===== src/rtl/id_ex_if.sv =====
// ID/EX stage bundle: decoded ID fields and controls in, registered EX fields and enables out.
interface id_ex_if #(
  parameter int unsigned XLEN = 32,
  parameter int unsigned CNTW = 32
);
  logic            id_valid_i;
  logic [XLEN-1:0] id_pc_i;
  logic [4:0]      id_rs1_i;
  logic [4:0]      id_rs2_i;
  logic [4:0]      id_rd_i;
  logic            id_use_rs1_i;
  logic            id_use_rs2_i;
  logic [XLEN-1:0] id_rs1data_i;
  logic [XLEN-1:0] id_rs2data_i;
  logic [XLEN-1:0] id_imm_i;
  logic [9:0]      id_funct_i;
  logic [6:0]      id_ctrl_i;
  logic            br_flush_i;
  logic            mem_stall_i;

  logic            pc_write_o;
  logic            ifid_write_o;
  logic            ex_valid_o;
  logic [XLEN-1:0] ex_pc_o;
  logic [XLEN-1:0] ex_rs1data_o;
  logic [XLEN-1:0] ex_rs2data_o;
  logic [XLEN-1:0] ex_imm_o;
  logic [4:0]      ex_rs1_o;
  logic [4:0]      ex_rs2_o;
  logic [4:0]      ex_rd_o;
  logic [9:0]      ex_funct_o;
  logic [6:0]      ex_ctrl_o;
  logic [CNTW-1:0] bubble_cnt_o;

  modport master (
    output id_valid_i, id_pc_i, id_rs1_i, id_rs2_i, id_rd_i, id_use_rs1_i, id_use_rs2_i,
           id_rs1data_i, id_rs2data_i, id_imm_i, id_funct_i, id_ctrl_i, br_flush_i, mem_stall_i,
    input  pc_write_o, ifid_write_o, ex_valid_o, ex_pc_o, ex_rs1data_o, ex_rs2data_o, ex_imm_o,
           ex_rs1_o, ex_rs2_o, ex_rd_o, ex_funct_o, ex_ctrl_o, bubble_cnt_o
  );

  modport slave (
    input  id_valid_i, id_pc_i, id_rs1_i, id_rs2_i, id_rd_i, id_use_rs1_i, id_use_rs2_i,
           id_rs1data_i, id_rs2data_i, id_imm_i, id_funct_i, id_ctrl_i, br_flush_i, mem_stall_i,
    output pc_write_o, ifid_write_o, ex_valid_o, ex_pc_o, ex_rs1data_o, ex_rs2data_o, ex_imm_o,
           ex_rs1_o, ex_rs2_o, ex_rd_o, ex_funct_o, ex_ctrl_o, bubble_cnt_o
  );
endinterface


===== src/rtl/id_ex_stage.sv =====
// ID/EX pipeline register with load-use hazard detection, branch kill, memory-stall freeze
// and a saturating bubble counter.
module id_ex_stage #(
  parameter int unsigned XLEN = 32,
  parameter int unsigned CNTW = 32
) (
  input logic   clk_i,
  input logic   rst_i,
  id_ex_if.slave bus
);
  // ctrl packing: {regwrite, memtoreg, memread, memwrite, alusrc, aluop[1:0]}
  localparam int unsigned MemReadBit = 4;

  logic            valid_q;
  logic [XLEN-1:0] pc_q, rs1data_q, rs2data_q, imm_q;
  logic [4:0]      rs1_q, rs2_q, rd_q;
  logic [9:0]      funct_q;
  logic [6:0]      ctrl_q;
  logic [CNTW-1:0] cnt_q;

  logic hazard;
  logic bubble;
  logic capture;
  logic front_en;

  assign hazard = bus.id_valid_i & valid_q & ctrl_q[MemReadBit] & (rd_q != 5'd0) &
                  ((bus.id_use_rs1_i & (rd_q == bus.id_rs1_i)) |
                   (bus.id_use_rs2_i & (rd_q == bus.id_rs2_i)));

  assign bubble  = ~bus.mem_stall_i & (bus.br_flush_i | hazard);
  assign capture = ~bus.mem_stall_i & ~bus.br_flush_i & ~hazard;

  // Flush still lets the front end advance to the branch target; a load-use holds it.
  always_comb begin
    front_en = 1'b1;
    if (bus.mem_stall_i) begin
      front_en = 1'b0;
    end else if (bus.br_flush_i) begin
      front_en = 1'b1;
    end else if (hazard) begin
      front_en = 1'b0;
    end
  end

  always_ff @(posedge clk_i or negedge rst_i) begin
    if (!rst_i) begin
      valid_q   <= 1'b0;
      pc_q      <= '0;
      rs1data_q <= '0;
      rs2data_q <= '0;
      imm_q     <= '0;
      rs1_q     <= '0;
      rs2_q     <= '0;
      rd_q      <= '0;
      funct_q   <= '0;
      ctrl_q    <= '0;
    end else if (bubble) begin
      valid_q   <= 1'b0;
      pc_q      <= '0;
      rs1data_q <= '0;
      rs2data_q <= '0;
      imm_q     <= '0;
      rs1_q     <= '0;
      rs2_q     <= '0;
      rd_q      <= '0;
      funct_q   <= '0;
      ctrl_q    <= '0;
    end else if (capture) begin
      valid_q   <= bus.id_valid_i;
      pc_q      <= bus.id_pc_i;
      rs1data_q <= bus.id_rs1data_i;
      rs2data_q <= bus.id_rs2data_i;
      imm_q     <= bus.id_imm_i;
      rs1_q     <= bus.id_rs1_i;
      rs2_q     <= bus.id_rs2_i;
      rd_q      <= bus.id_rd_i;
      funct_q   <= bus.id_funct_i;
      // An invalid slot must never carry side-effecting control into EX.
      ctrl_q    <= bus.id_valid_i ? bus.id_ctrl_i : 7'd0;
    end
  end

  always_ff @(posedge clk_i or negedge rst_i) begin
    if (!rst_i) begin
      cnt_q <= '0;
    end else if (bubble && (cnt_q != {CNTW{1'b1}})) begin
      cnt_q <= cnt_q + 1'b1;
    end
  end

  assign bus.pc_write_o   = front_en;
  assign bus.ifid_write_o = front_en;
  assign bus.ex_valid_o   = valid_q;
  assign bus.ex_pc_o      = pc_q;
  assign bus.ex_rs1data_o = rs1data_q;
  assign bus.ex_rs2data_o = rs2data_q;
  assign bus.ex_imm_o     = imm_q;
  assign bus.ex_rs1_o     = rs1_q;
  assign bus.ex_rs2_o     = rs2_q;
  assign bus.ex_rd_o      = rd_q;
  assign bus.ex_funct_o   = funct_q;
  assign bus.ex_ctrl_o    = ctrl_q;
  assign bus.bubble_cnt_o = cnt_q;
endmodule


===== src/flat_wrapper.sv =====
// flat-port wrapper written by rule: the top's interface ports become plain ports
module id_ex_stage_flat 
#(
  parameter int unsigned XLEN = 32,
  parameter int unsigned CNTW = 32
)
  (clk_i, rst_i, bus_id_valid_i, bus_id_pc_i, bus_id_rs1_i, bus_id_rs2_i, bus_id_rd_i, bus_id_use_rs1_i, bus_id_use_rs2_i, bus_id_rs1data_i, bus_id_rs2data_i, bus_id_imm_i, bus_id_funct_i, bus_id_ctrl_i, bus_br_flush_i, bus_mem_stall_i, bus_pc_write_o, bus_ifid_write_o, bus_ex_valid_o, bus_ex_pc_o, bus_ex_rs1data_o, bus_ex_rs2data_o, bus_ex_imm_o, bus_ex_rs1_o, bus_ex_rs2_o, bus_ex_rd_o, bus_ex_funct_o, bus_ex_ctrl_o, bus_bubble_cnt_o);
  id_ex_if #(.XLEN(XLEN), .CNTW(CNTW)) bus_i ();
  input logic clk_i;
  input logic rst_i;
  input wire logic [$bits(bus_i.id_valid_i)-1:0] bus_id_valid_i;
  input wire logic [$bits(bus_i.id_pc_i)-1:0] bus_id_pc_i;
  input wire logic [$bits(bus_i.id_rs1_i)-1:0] bus_id_rs1_i;
  input wire logic [$bits(bus_i.id_rs2_i)-1:0] bus_id_rs2_i;
  input wire logic [$bits(bus_i.id_rd_i)-1:0] bus_id_rd_i;
  input wire logic [$bits(bus_i.id_use_rs1_i)-1:0] bus_id_use_rs1_i;
  input wire logic [$bits(bus_i.id_use_rs2_i)-1:0] bus_id_use_rs2_i;
  input wire logic [$bits(bus_i.id_rs1data_i)-1:0] bus_id_rs1data_i;
  input wire logic [$bits(bus_i.id_rs2data_i)-1:0] bus_id_rs2data_i;
  input wire logic [$bits(bus_i.id_imm_i)-1:0] bus_id_imm_i;
  input wire logic [$bits(bus_i.id_funct_i)-1:0] bus_id_funct_i;
  input wire logic [$bits(bus_i.id_ctrl_i)-1:0] bus_id_ctrl_i;
  input wire logic [$bits(bus_i.br_flush_i)-1:0] bus_br_flush_i;
  input wire logic [$bits(bus_i.mem_stall_i)-1:0] bus_mem_stall_i;
  output wire logic [$bits(bus_i.pc_write_o)-1:0] bus_pc_write_o;
  output wire logic [$bits(bus_i.ifid_write_o)-1:0] bus_ifid_write_o;
  output wire logic [$bits(bus_i.ex_valid_o)-1:0] bus_ex_valid_o;
  output wire logic [$bits(bus_i.ex_pc_o)-1:0] bus_ex_pc_o;
  output wire logic [$bits(bus_i.ex_rs1data_o)-1:0] bus_ex_rs1data_o;
  output wire logic [$bits(bus_i.ex_rs2data_o)-1:0] bus_ex_rs2data_o;
  output wire logic [$bits(bus_i.ex_imm_o)-1:0] bus_ex_imm_o;
  output wire logic [$bits(bus_i.ex_rs1_o)-1:0] bus_ex_rs1_o;
  output wire logic [$bits(bus_i.ex_rs2_o)-1:0] bus_ex_rs2_o;
  output wire logic [$bits(bus_i.ex_rd_o)-1:0] bus_ex_rd_o;
  output wire logic [$bits(bus_i.ex_funct_o)-1:0] bus_ex_funct_o;
  output wire logic [$bits(bus_i.ex_ctrl_o)-1:0] bus_ex_ctrl_o;
  output wire logic [$bits(bus_i.bubble_cnt_o)-1:0] bus_bubble_cnt_o;
  assign bus_i.id_valid_i = bus_id_valid_i;
  assign bus_i.id_pc_i = bus_id_pc_i;
  assign bus_i.id_rs1_i = bus_id_rs1_i;
  assign bus_i.id_rs2_i = bus_id_rs2_i;
  assign bus_i.id_rd_i = bus_id_rd_i;
  assign bus_i.id_use_rs1_i = bus_id_use_rs1_i;
  assign bus_i.id_use_rs2_i = bus_id_use_rs2_i;
  assign bus_i.id_rs1data_i = bus_id_rs1data_i;
  assign bus_i.id_rs2data_i = bus_id_rs2data_i;
  assign bus_i.id_imm_i = bus_id_imm_i;
  assign bus_i.id_funct_i = bus_id_funct_i;
  assign bus_i.id_ctrl_i = bus_id_ctrl_i;
  assign bus_i.br_flush_i = bus_br_flush_i;
  assign bus_i.mem_stall_i = bus_mem_stall_i;
  assign bus_pc_write_o = bus_i.pc_write_o;
  assign bus_ifid_write_o = bus_i.ifid_write_o;
  assign bus_ex_valid_o = bus_i.ex_valid_o;
  assign bus_ex_pc_o = bus_i.ex_pc_o;
  assign bus_ex_rs1data_o = bus_i.ex_rs1data_o;
  assign bus_ex_rs2data_o = bus_i.ex_rs2data_o;
  assign bus_ex_imm_o = bus_i.ex_imm_o;
  assign bus_ex_rs1_o = bus_i.ex_rs1_o;
  assign bus_ex_rs2_o = bus_i.ex_rs2_o;
  assign bus_ex_rd_o = bus_i.ex_rd_o;
  assign bus_ex_funct_o = bus_i.ex_funct_o;
  assign bus_ex_ctrl_o = bus_i.ex_ctrl_o;
  assign bus_bubble_cnt_o = bus_i.bubble_cnt_o;
  id_ex_stage #(.XLEN(XLEN), .CNTW(CNTW)) u_core (.clk_i(clk_i), .rst_i(rst_i), .bus(bus_i));
endmodule

===== config.mk =====
export PLATFORM = sky130hd
export DESIGN_NAME = id_ex_stage_flat
export DESIGN_NICKNAME = d
export VERILOG_FILES = /design/src/rtl/id_ex_if.sv /design/src/rtl/id_ex_stage.sv /design/src/flat_wrapper.sv
export SDC_FILE = /design/constraint.sdc
export NUM_CORES = 1
export LEC_CHECK = 0
export CAP_MARGIN = 10
export CORE_MARGIN = 5
export CORE_UTILIZATION = 44
export DETAILED_ROUTE_END_ITERATION = 8
export PLACE_DENSITY = 0.93
export REMOVE_ABC_BUFFERS = 1
export SLEW_MARGIN = 20
export SYNTH_ARGS = -nofsm -noshare
export SYNTH_HDL_FRONTEND = slang
export SYNTH_SLANG_ARGS = --single-unit

===== constraint.sdc =====
create_clock -name clk_i -period 3.33 [get_ports clk_i]
set_clock_uncertainty 0.15 [all_clocks]
set_input_delay 0.666 -clock clk_i [delete_from_list [all_inputs] [get_ports clk_i]]
set_output_delay 0.666 -clock clk_i [all_outputs]
set_load 0.005 [all_outputs]

==> results of run 1 <==
-- placed cells by master (no fill, tap or decap), types with 2 or more instances in the layout --
cell type                         netlist  final
sky130_fd_sc_hd__buf_12                 0      5
sky130_fd_sc_hd__inv_1                  4      4
sky130_fd_sc_hd__clkinv_4               0      3
sky130_fd_sc_hd__clkbuf_16              0     17
sky130_fd_sc_hd__clkdlybuf4s50_1        0    359
sky130_fd_sc_hd__inv_8                  0      2
sky130_fd_sc_hd__a22o_1               154    154
sky130_fd_sc_hd__nor3_1                16     16
sky130_fd_sc_hd__xnor2_1               13     13
sky130_fd_sc_hd__nor3_2                 6      6
sky130_fd_sc_hd__clkbuf_8               0      3
sky130_fd_sc_hd__bufinv_16              0      3
sky130_fd_sc_hd__buf_4                  1     11
sky130_fd_sc_hd__nor4_1                 3      3
sky130_fd_sc_hd__a32o_1                 7      7
sky130_fd_sc_hd__nand3_1                9      9
sky130_fd_sc_hd__nand2_1               22     22
sky130_fd_sc_hd__nand4_1               10     10
sky130_fd_sc_hd__nor2_1                13     13
sky130_fd_sc_hd__xor2_1                27     27
sky130_fd_sc_hd__mux2_2                 2      2
sky130_fd_sc_hd__dfrtp_1              193    193
sky130_fd_sc_hd__inv_6                  0      3
-- cell families (layout without fill, tap and decap cells) --
logic type      Yosys count  count (layout)
flops                   193             193
mux                       2               2
fa+ha+maj                 1               1
buf+inv                  45             412
compound gates          167             167
xor+xnor                 40              40
simple gates             86              86
-- power by group through the flow --
stage                     Combinational [mW]  Sequential [mW]  Clock [mW]
after floorplan                        0.247             2.70           0
after global placement                 0.972             2.70           0
after detailed placement               0.995             2.71           0
after CTS                               1.01             2.67        2.22
after global routing                    1.06             2.69        2.33
final                                  0.994             2.67        2.18
-- cell type report --
type                    count  area (um^2)  share of cell area
clock buffers              19        452.9             0.03810
clock inverters            13        188.9             0.01589
inverters                   4        15.01            0.001263
multi-input cells         296         2336              0.1965
flip-flops and latches    193         4830              0.4063
well taps                 220        275.3             0.02316
repair buffers            376         3790              0.3188
-- worst max-delay path: stages --
cell	delay [ns]
sky130_fd_sc_hd__clkdlybuf4s50_1	0.51
sky130_fd_sc_hd__xnor2_1	0.14
sky130_fd_sc_hd__nand4_1	0.13
sky130_fd_sc_hd__o22ai_2	0.23
sky130_fd_sc_hd__a31oi_1	0.14
sky130_fd_sc_hd__clkdlybuf4s50_1	0.47
-- routing by layer --
| layer | wire length [um] | share of wire | track usage | vias up |
|---|---|---|---|---|
| met3 | 1973 | 0.079 | 0.08214 | 51 |
| met2 | 13170 | 0.52 | 0.4480 | 276 |
| met1 | 9154 | 0.36 | 0.2895 | 3073 |
| met5 | 0 | 0 | 0 | - |
| li1 | - | - | - | 2724 |
| met4 | 806 | 0.032 | 0.08363 | 0 |
-- worst min path at each step --
| stage | slack [ns] | end | from | depth (start not counted) |
|---|---|---|---|---|
| 6_report | 0.03 | u_core.bus.ex_imm_o[10] | rst_i | 1 |
| 5_1_grt | 0.05 | u_core.bus.ex_imm_o[10] | rst_i | 1 |
| 2_1_floorplan | 0.22 | u_core.bus.bubble_cnt_o[0] | rst_i | 0 |
| 4_1_cts | 0.04 | u_core.bus.ex_imm_o[10] | rst_i | 1 |
| 3_5_place_dp | 0.33 | u_core.bus.bubble_cnt_o[31] | u_core.bus.bubble_cnt_o[31] | 1 |
| 3_3_place_gp | 0.32 | u_core.bus.ex_ctrl_o[5] | u_core.bus.ex_ctrl_o[5] | 1 |
-- state kept, by name, summed over array words and instances, names as in the netlist --
name / count
u_core.bus.bubble_cnt_o: 32
u_core.bus.ex_imm_o: 32
u_core.bus.ex_pc_o: 32
u_core.bus.ex_rs1data_o: 32
u_core.bus.ex_rs2data_o: 32
u_core.bus.ex_funct_o: 10
u_core.bus.ex_ctrl_o: 7
u_core.bus.ex_rd_o: 5
u_core.bus.ex_rs1_o: 5
u_core.bus.ex_rs2_o: 5
u_core.bus.ex_valid_o: 1
-- per-stage QoR --
stage | hold slack, ns | setup slack, ns | TNS (ns) | area, um^2 | util
detailed placement | 0.3312 | 0.1952 | 0 | 11250 | 0.6781
CTS | 0.03582 | 0.1913 | 0 | 11890 | 0.7168
global placement | 0.3230 | 0.2943 | 0 | 11250 | 0.6781
finish | 0.03136 | 0.2255 | 0 | 11890 | 0.7168
global route | 0.04719 | 0.1104 | 0 | 11890 | 0.7168
floorplan | 0.2204 | -3.938 | -624.74 | 7173 | -
==> metrics.txt, run 1 <==
# TYPE chip_impl_metric gauge
chip_impl_metric{name="clkLatencyLatePin",unit="ns"} 0.42
chip_impl_metric{name="grt_antenna_before_repair",unit=""} 0
chip_impl_metric{name="drt_drc_violations_left",unit=""} 0
chip_impl_info{name="synth.most_common_cell",value="sky130_fd_sc_hd__dfrtp_1"} 1
chip_impl_metric{name="adder_cell_share_of_the_synthesized_area",unit=""} 0.001682
chip_impl_info{name="clock-root-buffer",value="sky130_fd_sc_hd__clkbuf_16"} 1
chip_impl_metric{name="final_max_slew_viol_count",unit=""} 0
chip_impl_metric{name="core_area",unit="um^2"} 16580
chip_impl_metric{name="cts.repair.resized",unit=""} 0
chip_impl_info{name="synth_top_cell_by_area",value="sky130_fd_sc_hd__dfrtp_1"} 1
chip_impl_metric{name="antenna-diode-count",unit=""} 0
chip_impl_metric{name="gp_congestion",unit=""} 0.8755
chip_impl_metric{name="proportion_of_synthesized_area_in_mux_cells",unit=""} 0.003028
chip_impl_metric{name="reg2reg_depth",unit=""} 8
chip_impl_metric{name="final_cell_count_no_fill",unit=""} 1121
chip_impl_metric{name="netlist_instances",unit=""} 534
chip_impl_info{name="status",value="finished clean"} 1
chip_impl_info{name="rsz0062_at_grt",value="false"} 1
chip_impl_metric{name="sw_ratio",unit=""} 0.2455
chip_impl_metric{name="crit_path_max_fanout",unit=""} 2
chip_impl_metric{name="globalRouteTotalUtil",unit=""} 0.2528
chip_impl_metric{name="cts_hold_buffers",unit=""} 0
chip_impl_info{name="worstReg2RegEnd",value="u_core.bus.bubble_cnt_o[1]"} 1
chip_impl_metric{name="cts_sinks",unit=""} 193
chip_impl_metric{name="count_of_unique_library_cells_instantiated_by_yosys",unit=""} 33
chip_impl_metric{name="fin_crit_sh",unit=""} 0.9323
chip_impl_metric{name="finalCriticalPeriod",unit="ns"} 3.105
chip_impl_metric{name="route.vias.total",unit=""} 6124
chip_impl_info{name="crit_path_start",value="bus_id_rs2_i[4]"} 1
chip_impl_info{name="synth.top_cells.by_area",value="sky130_fd_sc_hd__dfrtp_1 65%, sky130_fd_sc_hd__a22o_1 18%, sky130_fd_sc_hd__xor2_1 3.2%"} 1
chip_impl_metric{name="filler_cell_count",unit=""} 1120
chip_impl_info{name="synth.top_cells.by_count",value="193 x sky130_fd_sc_hd__dfrtp_1, 154 x sky130_fd_sc_hd__a22o_1, 27 x sky130_fd_sc_hd__xor2_1"} 1
chip_impl_metric{name="pnr_total_power",unit="mW"} 5.850
chip_impl_metric{name="floorplan.die.width",unit="um"} 140.0
chip_impl_info{name="synth_top_family_by_area",value="compound AO/OA/AOI/OAI gates"} 1
chip_impl_info{name="setup.worst_path.end",value="bus_pc_write_o"} 1
chip_impl_info{name="clock_tree_from_tritoncts",value="yes"} 1
chip_impl_metric{name="post_synthesis_sequential_area_ratio",unit=""} 0.6494
chip_impl_metric{name="place.detailed.hpwl",unit="um"} 18560
chip_impl_info{name="cp-start-kind",value="input pin"} 1
chip_impl_metric{name="average_via_count_per_standard_cell",unit=""} 5.463
chip_impl_metric{name="power.sequential.fraction",unit=""} 0.457
chip_impl_info{name="synthFlopType",value="sky130_fd_sc_hd__dfrtp_1"} 1
chip_impl_metric{name="dieHeight",unit="um"} 140.0
chip_impl_metric{name="cts_max_path_buffers",unit=""} 2
chip_impl_metric{name="cp.required",unit="ns"} 2.51
chip_impl_info{name="timing.rr.start",value="u_core.bus.bubble_cnt_o[0]"} 1
chip_impl_metric{name="first_iter_violations",unit=""} 214
chip_impl_metric{name="final_net_count",unit=""} 1056
chip_impl_metric{name="power_switching",unit="mW"} 1.436
chip_impl_metric{name="wp_data_arrival",unit="ns"} 2.29
chip_impl_metric{name="fraction_of_synthesis_flops_using_an_asynchronous_set_or_reset_pin",unit=""} 1.000
chip_impl_info{name="worstHoldPathType",value="in -> async"} 1
chip_impl_metric{name="grt_pass1_vias",unit=""} 6355
chip_impl_metric{name="ys.warnings.count",unit=""} 0
chip_impl_metric{name="post_synth.cell_area_avg",unit="um^2"} 13.93
chip_impl_metric{name="drtPass1Iterations",unit=""} 5
chip_impl_metric{name="synth_top_area_share",unit=""} 0.6494
chip_impl_metric{name="layout-drive-gt1-share",unit=""} 0.07325
chip_impl_metric{name="post_synth_and_or_nand_nor_area_fraction",unit=""} 0.06157
chip_impl_metric{name="regToRegSetupSlack",unit="ns"} 0.65
chip_impl_info{name="worstSetupEndpointType",value="output pin"} 1
chip_impl_metric{name="synth_xor_xnor_area_share",unit=""} 0.04711
chip_impl_metric{name="port_buffer_count",unit=""} 361
chip_impl_metric{name="synth-edff-count",unit=""} 0
chip_impl_metric{name="largest_net_degree_at_the_start_of_global_routing",unit=""} 87
chip_impl_metric{name="layout_overhead_on_the_synthesized_area",unit="%"} 59.84
chip_impl_metric{name="antenna_left",unit=""} 0
chip_impl_metric{name="pwr-share-comb",unit=""} 0.170
chip_impl_metric{name="post_cts.repair.setup_buffers",unit=""} 0
chip_impl_metric{name="power.density",unit="nW/um^2"} 492.1
chip_impl_metric{name="final-hold-violation-count",unit=""} 0
chip_impl_metric{name="grt_pass1_wl",unit="um"} 38640
chip_impl_metric{name="worst_slew_margin_rel",unit=""} 0.4171
chip_impl_metric{name="syn-cell-area",unit="um^2"} 7437
chip_impl_metric{name="internal_power",unit="mW"} 4.413
chip_impl_metric{name="h_tree_level_count",unit=""} 4
chip_impl_metric{name="cts_inserted_buffers",unit=""} 17
chip_impl_metric{name="initial_utilization",unit=""} 0.4485
chip_impl_info{name="worst-setup-path-type",value="in -> out"} 1
chip_impl_metric{name="max_clock_freq",unit="MHz"} 322.1
chip_impl_metric{name="synth-compound-area-share",unit=""} 0.1997
chip_impl_metric{name="p_clk_frac",unit=""} 0.373
chip_impl_metric{name="setup_viol",unit=""} 0
chip_impl_metric{name="die-area",unit="um^2"} 19600
chip_impl_metric{name="timing_worst_slew_pin_value",unit="ns"} 0.8743
chip_impl_metric{name="routed_wl",unit="um"} 25100
chip_impl_metric{name="rows",unit=""} 47
chip_impl_metric{name="leakage",unit="nW"} 5.256
chip_impl_metric{name="vdd.ir_drop.worst",unit="uV"} 382.8
chip_impl_metric{name="path_clk_slew",unit="ns"} 0.08
chip_impl_metric{name="pin_count",unit=""} 362
chip_impl_metric{name="postSynthRegisterBits",unit=""} 193
chip_impl_metric{name="cap_violations",unit=""} 0
chip_impl_metric{name="wl_per_cell",unit="um"} 22.39
chip_impl_metric{name="grt_remaining_overflow",unit=""} 0
chip_impl_metric{name="dp.cells",unit=""} 1089
No activity file was read; power rests on OpenSTA's default activity.
==> run 2, diff against run 1 <==
CORE_AREA = 2 2 141 143   (was not set)
CORE_MARGIN = not set   (was 5)
CORE_UTILIZATION = not set   (was 44)
DIE_AREA = 0 0 143 145   (was not set)
GPL_ROUTABILITY_DRIVEN = 1   (was not set)
PLACE_DENSITY = 0.84   (was 0.93)
==> metrics.txt, run 2 (synthesis gave the netlist of run 1 again) <==
# TYPE chip_impl_metric gauge
chip_impl_metric{name="wp_data_arrival",unit="ns"} 2.40
chip_impl_metric{name="multiInputGateArea",unit="um^2"} 2336
chip_impl_metric{name="floorplan.die.width",unit="um"} 143
chip_impl_metric{name="finalCriticalPeriod",unit="ns"} 3.221
chip_impl_metric{name="grt_pass1_vias",unit=""} 6084
chip_impl_metric{name="wl_per_cell",unit="um"} 19.17
chip_impl_metric{name="met1Wirelength",unit="um"} 8832
chip_impl_metric{name="final_net_count",unit=""} 1055
chip_impl_metric{name="drt_drc_violations_left",unit=""} 0
chip_impl_metric{name="cts_hold_buffers",unit=""} 0
chip_impl_metric{name="timing_worst_slew_pin_value",unit="ns"} 1.144
chip_impl_info{name="cp-start-kind",value="input pin"} 1
chip_impl_metric{name="antenna_left",unit=""} 0
chip_impl_metric{name="filler_cell_count",unit=""} 1477
chip_impl_metric{name="average_via_count_per_standard_cell",unit=""} 5.111
chip_impl_metric{name="dieHeight",unit="um"} 145
chip_impl_metric{name="met2_routed_wirelength",unit="um"} 11200
chip_impl_metric{name="core_area",unit="um^2"} 19210
chip_impl_metric{name="cts.repair.resized",unit=""} 0
chip_impl_info{name="crit_path_start",value="bus_id_rs1_i[3]"} 1
chip_impl_metric{name="port_buffer_count",unit=""} 361
chip_impl_metric{name="worst_slew_margin_rel",unit=""} 0.2371
chip_impl_metric{name="fin_crit_sh",unit=""} 0.9672
chip_impl_metric{name="drtPass1Iterations",unit=""} 6
chip_impl_metric{name="die-area",unit="um^2"} 20740
chip_impl_info{name="leading_cell_type_in_the_layout_fill_and_taps_excluded",value="sky130_fd_sc_hd__clkdlybuf4s50_1"} 1
chip_impl_metric{name="cts_max_path_buffers",unit=""} 2
chip_impl_metric{name="layout_overhead_on_the_synthesized_area",unit="%"} 59.84
chip_impl_metric{name="cap_violations",unit=""} 0
chip_impl_info{name="worst-setup-path-type",value="in -> out"} 1
chip_impl_metric{name="route.vias.total",unit=""} 5960
chip_impl_metric{name="leakage",unit="nW"} 5.226
chip_impl_metric{name="initial_utilization",unit=""} 0.3872
chip_impl_metric{name="gp_congestion",unit=""} 0.7986
chip_impl_info{name="rsz0062_at_grt",value="false"} 1
chip_impl_metric{name="grt_remaining_overflow",unit=""} 0
chip_impl_metric{name="setup_viol",unit=""} 0
chip_impl_metric{name="setup_tns",unit="ns"} 0
chip_impl_metric{name="pin_count",unit=""} 362
chip_impl_info{name="clock_tree_from_tritoncts",value="yes"} 1
chip_impl_metric{name="cp.required",unit="ns"} 2.51
chip_impl_metric{name="globalRouteTotalUtil",unit=""} 0.2108
chip_impl_metric{name="sequential_cell_area",unit="um^2"} 4830
chip_impl_metric{name="layout-drive-gt1-share",unit=""} 0.07119
chip_impl_metric{name="place.detailed.hpwl",unit="um"} 16090
chip_impl_info{name="timing.rr.start",value="u_core.bus.bubble_cnt_o[0]"} 1
chip_impl_metric{name="routed_wl",unit="um"} 22360
chip_impl_metric{name="final_max_slew_viol_count",unit=""} 0
chip_impl_metric{name="path_clk_slew",unit="ns"} 0.08
chip_impl_info{name="worstHoldPathType",value="in -> async"} 1
chip_impl_metric{name="detailroute.wirelength.met3",unit="um"} 1855
chip_impl_metric{name="cts_sinks",unit=""} 193
chip_impl_metric{name="vdd.ir_drop.worst",unit="uV"} 307.7
chip_impl_metric{name="core_occupancy_in_the_finished_layout",unit=""} 0.6189
chip_impl_metric{name="crit_path_max_fanout",unit=""} 2
chip_impl_metric{name="largest_net_degree_at_the_start_of_global_routing",unit=""} 107
chip_impl_metric{name="max_clock_freq",unit="MHz"} 310.5
chip_impl_info{name="status",value="finished clean"} 1
chip_impl_metric{name="rows",unit=""} 51
chip_impl_metric{name="cts_inserted_buffers",unit=""} 17
chip_impl_info{name="highest_layer",value="met4"} 1
chip_impl_metric{name="final-hold-violation-count",unit=""} 0
chip_impl_metric{name="h_tree_level_count",unit=""} 4
chip_impl_metric{name="post_cts.repair.setup_buffers",unit=""} 0
chip_impl_metric{name="power.density",unit="nW/um^2"} 471.8
chip_impl_info{name="clock-root-buffer",value="sky130_fd_sc_hd__clkbuf_16"} 1
chip_impl_metric{name="first_iter_violations",unit=""} 237
chip_impl_info{name="final_cell_mix",value="359 x sky130_fd_sc_hd__clkdlybuf4s50_1, 193 x sky130_fd_sc_hd__dfrtp_1, 154 x sky130_fd_sc_hd__a22o_1, 27 x sky130_fd_sc_hd__xor2_1, 22 x sky130_fd_sc_hd__nand2_1"} 1
chip_impl_metric{name="clkLatencyLatePin",unit="ns"} 0.43
chip_impl_info{name="worstSetupEndpointType",value="output pin"} 1
chip_impl_metric{name="grt_pass1_wl",unit="um"} 33930
chip_impl_metric{name="grt_antenna_before_repair",unit=""} 2
## run 2: cell types whose count changed in the layout (fill, tap and decap cells not counted), sizes merged
cell,previous run,this run
diode,0,2
clkinv,4,7
clkbuf,20,19
buf,16,15
bufinv,3,0
## run 2: per-stage QoR
step | std cells | instance area (um^2) | hold WS, ns | power (mW) | setup WS, ns
2_1_floorplan | 493 | 7173 | 0.2204 | 2.950 | -3.938
3_3_place_gp | 1133 | 11320 | 0.3245 | 3.675 | 0.09240
3_5_place_dp | 1133 | 11320 | 0.3283 | 3.695 | 0.08001
4_1_cts | 1164 | 11880 | 0.07478 | 5.676 | 0.06619
5_1_grt | 1166 | 11890 | 0.08780 | 5.847 | 0.02526
6_report | 1166 | 11890 | 0.05309 | 5.608 | 0.1093
## run 2: worst max-delay path, cell delays in order
cell,delay (ns)
sky130_fd_sc_hd__clkdlybuf4s50_1,0.51
sky130_fd_sc_hd__xnor2_1,0.19
sky130_fd_sc_hd__nand4_1,0.11
sky130_fd_sc_hd__o22ai_2,0.10
sky130_fd_sc_hd__a31oi_1,0.27
sky130_fd_sc_hd__clkdlybuf4s50_1,0.56
## run 2: cell type report
| class | instances | share of cell area |
|---|---|---|
| flip-flops and latches | 193 | 0.4063 |
| repair buffers | 375 | 0.3203 |
| multi-input cells | 296 | 0.1965 |
| clock buffers | 18 | 0.03694 |
| well taps | 265 | 0.02789 |
| clock inverters | 13 | 0.01042 |
| inverters | 4 | 0.001263 |
| diodes | 2 | 0.0004210 |
## run 2: path summary, 6_finish.rpt
path                                              endpoint  slack (ns)  cells past startpoint
worst max-delay path                      bus_ifid_write_o        0.11                      6
worst min-delay path            u_core.bus.bubble_cnt_o[4]        0.05                      1
worst max register to register  u_core.bus.bubble_cnt_o[1]        0.87                      7
worst min register to register     u_core.bus.ex_ctrl_o[2]        0.34                      1
max in group asynchronous           u_core.bus.ex_pc_o[14]        2.18                      2
min in group clk_i                 u_core.bus.ex_ctrl_o[2]        0.34                      1
## run 2: per-layer routing
metal | vias up | track usage
li1 | 2705 | -
met3 | 31 | 0.06766
met5 | - | 0
met1 | 2954 | 0.2517
met2 | 270 | 0.3596
met4 | 0 | 0.06634
## run 2: report_power, final
part / internal [mW] / switching [mW]
Sequential: 2.52 / 0.148
Combinational: 0.641 / 0.338
Clock: 1.00 / 0.956
==> run 3, diff against run 2 <==
CELL_PAD_IN_SITES_DETAIL_PLACEMENT = 1   (was not set)
CELL_PAD_IN_SITES_GLOBAL_PLACEMENT = 1   (was not set)
CORE_AREA = not set   (was 2 2 141 143)
CORE_ASPECT_RATIO = 1.2   (was not set)
CORE_MARGIN = 2   (was not set)
CORE_UTILIZATION = 34   (was not set)
DIE_AREA = not set   (was 0 0 143 145)
HOLD_SLACK_MARGIN = 0.15   (was not set)
PLACE_DENSITY = 0.93   (was 0.84)
==> metrics.txt, run 3 (synthesis gave the netlist of run 1 again) <==
# TYPE chip_impl_metric gauge
chip_impl_metric{name="routed_wl",unit="um"} 26200
chip_impl_metric{name="finalWorstSetupSlack",unit="ns"} 0.2366
chip_impl_metric{name="floorplan.die.width",unit="um"} 139.0
chip_impl_metric{name="final_net_count",unit=""} 1053
chip_impl_info{name="worst-setup-path-type",value="in -> out"} 1
chip_impl_metric{name="max_clock_freq",unit="MHz"} 323.3
chip_impl_metric{name="pin_count",unit=""} 362
chip_impl_metric{name="die-area",unit="um^2"} 23080
chip_impl_metric{name="initial_utilization",unit=""} 0.3450
chip_impl_metric{name="grt_pass1_vias",unit=""} 6699
chip_impl_metric{name="leakage",unit="nW"} 5.226
chip_impl_metric{name="clkLatencyLatePin",unit="ns"} 0.43
chip_impl_metric{name="finalCriticalPeriod",unit="ns"} 3.093
chip_impl_metric{name="final-hold-violation-count",unit=""} 0
chip_impl_metric{name="drtPass1Iterations",unit=""} 6
chip_impl_metric{name="wl_per_cell",unit="um"} 22.24
chip_impl_metric{name="setup_viol",unit=""} 0
chip_impl_metric{name="port_buffer_count",unit=""} 361
chip_impl_metric{name="drt_drc_violations_left",unit=""} 0
chip_impl_metric{name="first_iter_violations",unit=""} 184
chip_impl_metric{name="pre_cts_slack",unit="ns"} 0.2380
chip_impl_metric{name="final_max_slew_viol_count",unit=""} 0
chip_impl_metric{name="critPathBufInv",unit=""} 2
chip_impl_metric{name="slowest_delay",unit="ns"} 0.54
chip_impl_info{name="cp-start-kind",value="input pin"} 1
chip_impl_metric{name="crit_path_max_fanout",unit=""} 2
chip_impl_info{name="timing.critical_path.cells",value="clkdlybuf4s50_1 > xnor2_1 > nand4_1 > o22ai_2 > a31oi_1 > clkdlybuf4s50_1"} 1
chip_impl_info{name="critPathMostFrequentCell",value="sky130_fd_sc_hd__clkdlybuf4s50_1"} 1
chip_impl_metric{name="fin_crit_sh",unit=""} 0.9290
chip_impl_info{name="timing.rr.start",value="u_core.bus.bubble_cnt_o[0]"} 1
chip_impl_info{name="leading_cell_type_in_the_layout_fill_and_taps_excluded",value="sky130_fd_sc_hd__clkdlybuf4s50_1"} 1
chip_impl_metric{name="grt_antenna_before_repair",unit=""} 6
chip_impl_metric{name="layout_overhead_on_the_synthesized_area",unit="%"} 60.38
chip_impl_info{name="clock_tree_from_tritoncts",value="yes"} 1
chip_impl_metric{name="regToRegSetupSlack",unit="ns"} 0.82
chip_impl_metric{name="route.vias.total",unit=""} 6121
chip_impl_info{name="worstHoldPathType",value="reg -> reg"} 1
chip_impl_metric{name="power.density",unit="nW/um^2"} 480.7
chip_impl_metric{name="gp_congestion",unit=""} 0.8505
chip_impl_metric{name="cp.required",unit="ns"} 2.51
chip_impl_metric{name="layout-drive-gt1-share",unit=""} 0.06904
chip_impl_metric{name="final_cell_count_no_fill",unit=""} 1178
chip_impl_metric{name="h_tree_level_count",unit=""} 4
chip_impl_info{name="status",value="finished clean"} 1
chip_impl_info{name="rsz0062_at_grt",value="false"} 1
chip_impl_metric{name="place.detailed.hpwl",unit="um"} 19570
chip_impl_info{name="crit_path_start",value="bus_id_rs1_i[4]"} 1
chip_impl_metric{name="core_area",unit="um^2"} 21560
chip_impl_metric{name="wp_data_arrival",unit="ns"} 2.28
chip_impl_info{name="clock-root-buffer",value="sky130_fd_sc_hd__clkbuf_16"} 1
chip_impl_metric{name="antenna_left",unit=""} 0
chip_impl_metric{name="globalRouteTotalUtil",unit=""} 0.2280
chip_impl_metric{name="grt_pass1_wl",unit="um"} 40940
chip_impl_metric{name="cts_max_path_buffers",unit=""} 2
chip_impl_metric{name="cts_sinks",unit=""} 193
chip_impl_info{name="worstReg2RegEnd",value="u_core.bus.bubble_cnt_o[1]"} 1
chip_impl_metric{name="path_clk_slew",unit="ns"} 0.07
chip_impl_metric{name="cap_violations",unit=""} 0
chip_impl_metric{name="reg2reg_depth",unit=""} 7
chip_impl_metric{name="largest_net_degree_at_the_start_of_global_routing",unit=""} 165
chip_impl_metric{name="critical_path_depth",unit=""} 6
chip_impl_metric{name="cts_inserted_buffers",unit=""} 17
chip_impl_metric{name="grt_remaining_overflow",unit=""} 0
chip_impl_info{name="slowest_stage",value="sky130_fd_sc_hd__clkdlybuf4s50_1"} 1
chip_impl_metric{name="rows",unit=""} 59
chip_impl_metric{name="dp.cells",unit=""} 1139
chip_impl_metric{name="setup_tns",unit="ns"} 0
chip_impl_info{name="final_cell_mix",value="359 x sky130_fd_sc_hd__clkdlybuf4s50_1, 193 x sky130_fd_sc_hd__dfrtp_1, 154 x sky130_fd_sc_hd__a22o_1, 27 x sky130_fd_sc_hd__xor2_1, 22 x sky130_fd_sc_hd__nand2_1"} 1
chip_impl_info{name="worstSetupEndpointType",value="output pin"} 1
chip_impl_metric{name="vdd.ir_drop.worst",unit="uV"} 313.6
chip_impl_metric{name="dieHeight",unit="um"} 166.0
chip_impl_metric{name="timing_worst_slew_pin_value",unit="ns"} 0.8190
chip_impl_metric{name="average_via_count_per_standard_cell",unit=""} 5.196
chip_impl_metric{name="worst_slew_margin_rel",unit=""} 0.4540
chip_impl_info{name="setup.worst_path.end",value="bus_ifid_write_o"} 1
chip_impl_info{name="timing.critical_path.max_delay_family",value="buffers and inverters"} 1
==> run 3: power by group <==
part / switching [mW] / leakage, nW / internal, mW
logic: 0.361 / 2.41 / 0.642
registers: 0.157 / 2.53 / 2.52
clock network: 1.01 / 0.285 / 1.04
==> run 3: cell type report <==
class / instances / area [um^2]
inverter: 4 / 15.01
clock buffer: 19 / 452.9
clock inverter: 13 / 141.4
timing repair buffer: 373 / 3795
fill: 2147 / 9628
multi-input combinational: 296 / 2336
antenna: 6 / 15.01
sequential: 193 / 4830
tap: 274 / 342.8
==> run 3: worst min-delay path by stage <==
stage	from	endpoint	slack, ns	cells after the start
finish	u_core.bus.ex_ctrl_o[5]	u_core.bus.ex_ctrl_o[5]	0.34	1
global route	u_core.bus.ex_ctrl_o[5]	u_core.bus.ex_ctrl_o[5]	0.36	1
CTS	u_core.bus.ex_ctrl_o[5]	u_core.bus.ex_ctrl_o[5]	0.35	1
detailed placement	u_core.bus.ex_ctrl_o[5]	u_core.bus.ex_ctrl_o[5]	0.33	1
global placement	u_core.bus.ex_ctrl_o[0]	u_core.bus.ex_ctrl_o[0]	0.32	1
floorplan	rst_i	u_core.bus.bubble_cnt_o[0]	0.22	0
==> run 3: routing by layer <==
| metal | wire (um) | part of all wire | global-route usage |
|---|---|---|---|
| met5 | 0 | 0 | 0 |
| met4 | 1159 | 0.044 | 0.1098 |
| met3 | 1538 | 0.059 | 0.05306 |
| met2 | 13410 | 0.51 | 0.3941 |
| met1 | 10100 | 0.39 | 0.2674 |
==> run 3: what timing repair did <==
| item | 4_1_cts | 5_1_grt |
|---|---|---|
| buffers inserted | 0 | 0 |
| endpoints found under the hold margin | 47 | 0 |
| hold buffers | 1 | 0 |
| gates resized for setup | 0 | 0 |
==> run 3: stage by stage <==
step                      power (mW)  utilization  instance area, um^2  hold WS, ns
after floorplan                2.950            -                 7173       0.2204
after global placement         3.670       0.5246                11310       0.3207
after detailed placement       3.732       0.5246                11310       0.3343
after CTS                      5.800       0.5526                11910       0.3465
after global routing           5.962       0.5532                11930       0.3570
final                          5.734       0.5533                11930       0.3405
